===== config.mk =====
export PLATFORM = sky130hd
export DESIGN_NAME = elevator_car_fsm
export DESIGN_NICKNAME = d
export VERILOG_FILES = /design/src/rtl/elevator_car_fsm.sv
export SDC_FILE = /design/constraint.sdc
export NUM_CORES = 1
export LEC_CHECK = 0
export CORE_ASPECT_RATIO = 0.5
export CORE_MARGIN = 5
export CORE_UTILIZATION = 55
export CTS_CLUSTER_SIZE = 25
export DETAILED_ROUTE_END_ITERATION = 7
export GPL_TIMING_DRIVEN = 0
export PLACE_DENSITY = 0.79
export SLEW_MARGIN = 20
export SYNTH_ARGS = -nofsm -noshare
export SYNTH_HDL_FRONTEND = slang
export SYNTH_SLANG_ARGS = --single-unit

===== constraint.sdc =====
create_clock -name clk -period 2.95 [get_ports clk]
set_clock_uncertainty 0.1 [all_clocks]
set_input_delay 0.59 -clock clk [delete_from_list [all_inputs] [get_ports clk]]
set_output_delay 0.59 -clock clk [all_outputs]
set_load 0.02 [all_outputs]

===== src/rtl/elevator_car_fsm.sv =====
// -----------------------------------------------------------------------------
// elevator_car_fsm
//
// Motion and door controller for a single elevator car. It reads the per-car
// request queue (one bit per floor), picks a travel direction with SCAN
// ordering (keep going the way we last went while requests remain that way),
// steps the car one floor per TRAVEL_CYCLES, opens the door at every
// requested floor and writes a one-cycle clear back to the queue for the
// served floor.
//
// Optional feature macro: ELEVATOR_CAR_DOOR_HOLD_EN
//   defined   -> door_hold input exists; while high in DOOR the door timer is
//                held at zero, so the door closes DOOR_CYCLES after it falls.
//   undefined -> no door_hold port; the door is open for exactly DOOR_CYCLES
//                after the ARRIVE cycle.
//
// Ports
//   clk               rising-edge clock
//   reset             synchronous, active-high reset
//   queue_status      pending requests, bit i = floor i
//   q_r_nwr           queue access: 1 = read/refresh, 0 = write
//   q_deassert_floor  queue write type: 1 = clear the addressed bit
//   q_floor           queue address (always the current floor)
//   current_floor     floor the car is at or last passed
//   moving_up         car travelling upward
//   moving_down       car travelling downward
//   door_open         door open (ARRIVE and DOOR)
//   door_hold         keep door open (only with ELEVATOR_CAR_DOOR_HOLD_EN)
//
// All outputs are registered: they are decoded from the next state and
// flopped, so they line up with the state register cycle for cycle.
// -----------------------------------------------------------------------------
module elevator_car_fsm #(
    parameter int FLOOR_COUNT   = 7,
    parameter int TRAVEL_CYCLES = 16,
    parameter int DOOR_CYCLES   = 32
) (
    input  logic                   clk,
    input  logic                   reset,
    input  logic [FLOOR_COUNT-1:0] queue_status,
`ifdef ELEVATOR_CAR_DOOR_HOLD_EN
    input  logic                   door_hold,
`endif
    output logic                   q_r_nwr,
    output logic                   q_deassert_floor,
    output logic [2:0]             q_floor,
    output logic [2:0]             current_floor,
    output logic                   moving_up,
    output logic                   moving_down,
    output logic                   door_open
);

    localparam int TW = (TRAVEL_CYCLES > 1) ? $clog2(TRAVEL_CYCLES) : 1;
    localparam int DW = (DOOR_CYCLES > 1) ? $clog2(DOOR_CYCLES) : 1;
    localparam logic [TW-1:0] TRAVEL_LAST = TW'(TRAVEL_CYCLES - 1);
    localparam logic [DW-1:0] DOOR_LAST   = DW'(DOOR_CYCLES - 1);

    typedef enum logic [2:0] {
        S_IDLE      = 3'd0,
        S_MOVE_UP   = 3'd1,
        S_MOVE_DOWN = 3'd2,
        S_ARRIVE    = 3'd3,
        S_DOOR      = 3'd4
    } state_t;

    // Any request strictly above the given floor (only existing floors are scanned).
    function automatic logic any_above(input logic [FLOOR_COUNT-1:0] st, input logic [2:0] fl);
        logic r;
        r = 1'b0;
        for (int i = 0; i < FLOOR_COUNT; i++) begin
            r = r | (st[i] & (3'(i) > fl));
        end
        return r;
    endfunction

    // Any request strictly below the given floor.
    function automatic logic any_below(input logic [FLOOR_COUNT-1:0] st, input logic [2:0] fl);
        logic r;
        r = 1'b0;
        for (int i = 0; i < FLOOR_COUNT; i++) begin
            r = r | (st[i] & (3'(i) < fl));
        end
        return r;
    endfunction

    // Request bit for a floor; an index past the top floor reads as 0 instead of
    // addressing a bit that does not exist.
    function automatic logic bit_at(input logic [FLOOR_COUNT-1:0] st, input logic [2:0] fl);
        logic r;
        r = 1'b0;
        for (int i = 0; i < FLOOR_COUNT; i++) begin
            r = r | (st[i] & (3'(i) == fl));
        end
        return r;
    endfunction

    state_t        state_q, state_d;
    logic [2:0]    floor_q, floor_d;
    logic          dir_up_q, dir_up_d;     // last_dir: 1 = up, 0 = down
    logic [TW-1:0] tcnt_q, tcnt_d;
    logic [DW-1:0] dcnt_q, dcnt_d;
    logic          q_r_nwr_q, q_r_nwr_d;
    logic          q_deassert_q, q_deassert_d;
    logic [2:0]    q_floor_q, q_floor_d;
    logic          moving_up_q, moving_up_d;
    logic          moving_down_q, moving_down_d;
    logic          door_open_q, door_open_d;
    logic          door_hold_s;

`ifdef ELEVATOR_CAR_DOOR_HOLD_EN
    assign door_hold_s = door_hold;
`else
    assign door_hold_s = 1'b0;
`endif

    // Next-state, counters and registered-output decode.
    always_comb begin
        logic [2:0] nxt_up;
        logic [2:0] nxt_dn;
        state_d  = state_q;
        floor_d  = floor_q;
        dir_up_d = dir_up_q;
        tcnt_d   = tcnt_q;
        dcnt_d   = dcnt_q;
        nxt_up   = floor_q + 3'd1;
        nxt_dn   = floor_q - 3'd1;

        case (state_q)
            S_IDLE: begin
                tcnt_d = '0;
                dcnt_d = '0;
                if (bit_at(queue_status, floor_q)) begin
                    state_d = S_ARRIVE;
                end else if (dir_up_q && any_above(queue_status, floor_q)) begin
                    state_d  = S_MOVE_UP;
                    dir_up_d = 1'b1;
                end else if (any_below(queue_status, floor_q)) begin
                    state_d  = S_MOVE_DOWN;
                    dir_up_d = 1'b0;
                end else if (any_above(queue_status, floor_q)) begin
                    state_d  = S_MOVE_UP;
                    dir_up_d = 1'b1;
                end else begin
                    state_d = S_IDLE;
                end
            end
            S_MOVE_UP: begin
                if (tcnt_q == TRAVEL_LAST) begin
                    tcnt_d  = '0;
                    floor_d = nxt_up;
                    if (bit_at(queue_status, nxt_up)) begin
                        state_d = S_ARRIVE;
                    end else if (any_above(queue_status, nxt_up)) begin
                        state_d = S_MOVE_UP;
                    end else begin
                        state_d = S_IDLE;
                    end
                end else begin
                    tcnt_d = tcnt_q + TW'(1);
                end
            end
            S_MOVE_DOWN: begin
                if (tcnt_q == TRAVEL_LAST) begin
                    tcnt_d  = '0;
                    floor_d = nxt_dn;
                    if (bit_at(queue_status, nxt_dn)) begin
                        state_d = S_ARRIVE;
                    end else if (any_below(queue_status, nxt_dn)) begin
                        state_d = S_MOVE_DOWN;
                    end else begin
                        state_d = S_IDLE;
                    end
                end else begin
                    tcnt_d = tcnt_q + TW'(1);
                end
            end
            S_ARRIVE: begin
                state_d = S_DOOR;
                dcnt_d  = '0;
            end
            S_DOOR: begin
                if (door_hold_s) begin
                    dcnt_d = '0;
                end else if (dcnt_q == DOOR_LAST) begin
                    dcnt_d  = '0;
                    state_d = S_IDLE;
                end else begin
                    dcnt_d = dcnt_q + DW'(1);
                end
            end
            default: begin
                state_d = S_IDLE;
                tcnt_d  = '0;
                dcnt_d  = '0;
            end
        endcase

        q_r_nwr_d     = (state_d != S_ARRIVE);
        q_deassert_d  = (state_d == S_ARRIVE);
        q_floor_d     = floor_d;
        moving_up_d   = (state_d == S_MOVE_UP);
        moving_down_d = (state_d == S_MOVE_DOWN);
        door_open_d   = (state_d == S_ARRIVE) || (state_d == S_DOOR);
    end

    // State, counters and output registers with synchronous reset.
    always_ff @(posedge clk) begin
        if (reset) begin
            state_q       <= S_IDLE;
            floor_q       <= 3'd0;
            dir_up_q      <= 1'b1;
            tcnt_q        <= '0;
            dcnt_q        <= '0;
            q_r_nwr_q     <= 1'b1;
            q_deassert_q  <= 1'b0;
            q_floor_q     <= 3'd0;
            moving_up_q   <= 1'b0;
            moving_down_q <= 1'b0;
            door_open_q   <= 1'b0;
        end else begin
            state_q       <= state_d;
            floor_q       <= floor_d;
            dir_up_q      <= dir_up_d;
            tcnt_q        <= tcnt_d;
            dcnt_q        <= dcnt_d;
            q_r_nwr_q     <= q_r_nwr_d;
            q_deassert_q  <= q_deassert_d;
            q_floor_q     <= q_floor_d;
            moving_up_q   <= moving_up_d;
            moving_down_q <= moving_down_d;
            door_open_q   <= door_open_d;
        end
    end

    assign q_r_nwr          = q_r_nwr_q;
    assign q_deassert_floor = q_deassert_q;
    assign q_floor          = q_floor_q;
    assign current_floor    = floor_q;
    assign moving_up        = moving_up_q;
    assign moving_down      = moving_down_q;
    assign door_open        = door_open_q;

endmodule

==> flow_metrics.tcl, run 1 <==
set metrics [dict create \
    status "complete, no violations" \
    cts_tree "built" \
    cts.clk_slew.worst_paths_ns 0.08 \
    wl_per_cell_um 15.9 \
    antenna_found_initial 0 \
    period_share_pct 95.0 \
    hold_viol 0 \
    synth_simple_gate_area_share_pct 21.1 \
    synth-xor-area-share_pct 5.41 \
    ir_drop_mv 0.472 \
    grt_pass1_vias 1474 \
    die_h_um 48.4 \
    setup_tns_ns 0 \
    p_comb_share_pct 55.0 \
    start_util_pct 59.9 \
    htree_num_levels 1 \
    cts-hold-fix-buffers 0 \
    intPower_w 0.000710 \
    syn_area_um2 1620 \
    area_growth_pct 18.9 \
    avgSynthCellArea_um2 8.13 \
    min_period_ns 2.80 \
    leakage_nw 0.747 \
    ys_seq_elements 21 \
    synthesis.nets 217 \
    synth_top_cell_by_area "dfxtp_1" \
    slew_violations 0 \
    hold_class "reg -> reg" \
    drcViolationCount 0 \
    synthDistinctLibCells 52 \
    postRouteAntennaNets 0 \
    overflow 0 \
    yosysSeqAreaShare_pct 26.0 \
    drt_iter0_markers 68 \
    synth_top_area_share_pct 26.0 \
    async_flop_share_pct 0 \
    die_x_um 86.7 \
    core_area_um2 2700 \
    max-slew-margin-rel_pct 64.1 \
    worst_pin_slew_ns 0.538 \
    synth.area.top_cells "dfxtp_1 (26%), ha_1 (7.0%), a21oi_1 (5.6%)" \
    grt_max_degree 12 \
    grt_pass1_wl_um 6830 \
    p_sw_w 0.000492 \
    synth_ff_type "dfxtp_1" \
    seq_power_share_pct 29.9 \
    numPortBuffers 16 \
    nets 241 \
    fmax_ghz 0.357 \
    die_area_um2 4190 \
    synth_top_family_by_area "compound AO/OA/AOI/OAI gates" \
    pwr-share-clk_pct 15.2 \
    avgViaCountPerCell 6.17 \
    cellPowerDensity_nw_per_um2 625 \
    setup_viol 0 \
    yosys_warnings 0 \
    io_pins 20 \
    cts.path.max_buffers 2 \
    wl_um 4120 \
    setup.worst_path.class "reg -> reg" \
    synthCells 199 \
    cp.required_ns 3.05 \
    detail_route.first_pass.iterations 4 \
    drv_cap 0 \
    diodes 0 \
    cts_made_buffers 3 \
    clockRootBuffer "clkbuf_8" \
    switching_share_pct 40.9 \
    crit_arrival_ns 2.90 \
    insertion_delay_ns 0.26 \
    synth_compound_area_share_pct 30.6 \
    final_core_util_pct 71.3 \
    gp_congestion 0.834 \
    dp_hpwl_um 2960 \
    synthAdderAreaFrac_pct 7.58 \
    track_usage_pct 19.6 \
    cts.sinks 21 \
    worstSetupEndpointType "flop" \
    cp_max_fo 10 \
    fp-row-count 13 \
    drive_above_1_share_pct 14.0 \
    critPathLaunchType "flop" \
    synth-edff-count 0 \
    vias 1597 \
    muxShareOfSynthArea_pct 2.47 \
]
## Yosys cell counts (all sizes together) (3+ instances only)
master  instances
dfxtp          21
a21oi          19
nor2           18
nand2          16
o21ai          12
ha              9
a22oi           8
buf             8
inv             8
clkbuf          6
nand2b          6
nand3           5
nor2b           5
nor3            5
xor2            5
mux2i           4
a221o           3
o211ai          3
o21bai          3
or3             3
## power by group through the flow
| stage | Sequential (W) | Combinational, W | Clock, W |
|---|---|---|---|
| 2_1_floorplan | 0.000390 | 0.000413 | 0 |
| 3_3_place_gp | 0.000361 | 0.000594 | 0 |
| 3_5_place_dp | 0.000364 | 0.000606 | 0 |
| 4_1_cts | 0.000359 | 0.000615 | 0.000185 |
| 5_1_grt | 0.000365 | 0.000725 | 0.000202 |
| 6_report | 0.000359 | 0.000661 | 0.000182 |
## area by class of cell
type	instances	area (µm²)
repair buffers	19	183
well taps	37	46.3
multi-input cells	156	1100
fillers	223	776
clock buffers	4	45.0
flip-flops and latches	21	423
inverters	8	33.8
plain buffers	14	88.8
## flip-flops by register name, summed over array words and instances (netlist names)
register / flops
q_floor: 3
state_q: 3
q_deassert_floor: 1
tcnt_q: 4
moving_down: 1
dir_up_q: 1
q_r_nwr: 1
dcnt_q: 5
door_open: 1
moving_up: 1
## layer usage
layer / GRT usage [%] / share of wire, % / vias up
met5: 0 / 0 / -
met3: 4.22 / 5.3 / 6
li1: - / - / 771
met1: 25.6 / 47 / 767
met2: 33.5 / 47 / 53
met4: 3.11 / 0.75 / 0
## cell families after synthesis
logic type,count (synthesis)
fa+ha+maj,10
buf+inv,22
xor+xnor,7
compound gates,68
mux,4
flops,21
simple gates,67
## worst paths after layout
check	start	to	slack [ns]	cells after the start
setup / recovery	q_floor[1]	moving_up	0.15	11
hold / removal	dcnt_q[4]	dcnt_q[4]	0.43	2
hold reg to reg	dcnt_q[4]	dcnt_q[4]	0.43	2
setup reg to reg	q_floor[1]	moving_up	0.15	11
## critical path, cell delays in order (launching register included)
cell	delay, ns
dfxtp_2	0.39
clkbuf_4	0.21
clkinvlp_4	0.13
ha_1	0.32
clkbuf_4	0.21
mux2i_1	0.19
mux2i_1	0.10
a221oi_2	0.33
o2111ai_2	0.17
a22oi_2	0.25
nand2_1	0.14
and2b_1	0.20
## metrics by stage
stage / setup slack [ns] / hold WS [ns] / instance area (µm²) / instances / power, W
2_1_floorplan: 0.0945 / 0.372 / 1620 / 199 / 0.000803
6_report: 0.149 / 0.428 / 1920 / 259 / 0.00120
4_1_cts: 0.0124 / 0.442 / 1880 / 256 / 0.00116
3_3_place_gp: -0.211 / 0.390 / 1820 / 252 / 0.000955
3_5_place_dp: -0.263 / 0.412 / 1820 / 252 / 0.000970
5_1_grt: -0.0202 / 0.476 / 1920 / 259 / 0.00129
## cell usage in the layout (no fill, tap or decap), types with 3 or more instances in the layout
| cell | instances |
|---|---|
| mux2i_1 | 4 |
| clkbuf_8 | 3 |
| nand2_1 | 16 |
| nand3_1 | 5 |
| a22oi_1 | 7 |
| o21bai_1 | 3 |
| nor2_1 | 18 |
| a21oi_1 | 18 |
| o21ai_0 | 12 |
| dfxtp_1 | 19 |
| buf_4 | 8 |
| nand2b_1 | 6 |
| clkbuf_1 | 5 |
| nor3_1 | 5 |
| ha_1 | 9 |
| a221o_1 | 3 |
| nor2b_1 | 5 |
| inv_1 | 6 |
| clkdlybuf4s50_1 | 16 |
| or3_1 | 3 |
| xor2_1 | 3 |
| o211ai_1 | 3 |
## what timing repair did
item                                    CTS  global route
setup buffers                             0             3
endpoints found under the hold margin     0             0
pin swaps                                 0             2
gates resized for setup                   4             7
endpoints found under the setup margin    6             6
No activity file was read; power rests on OpenSTA's default activity.
==> inputs of run 2 (changes only) <==
- TNS_END_PERCENT: unset -> 30
==> results of run 2 <==
Same layout as run 1: the final DEF is identical, and so are final timing and power.
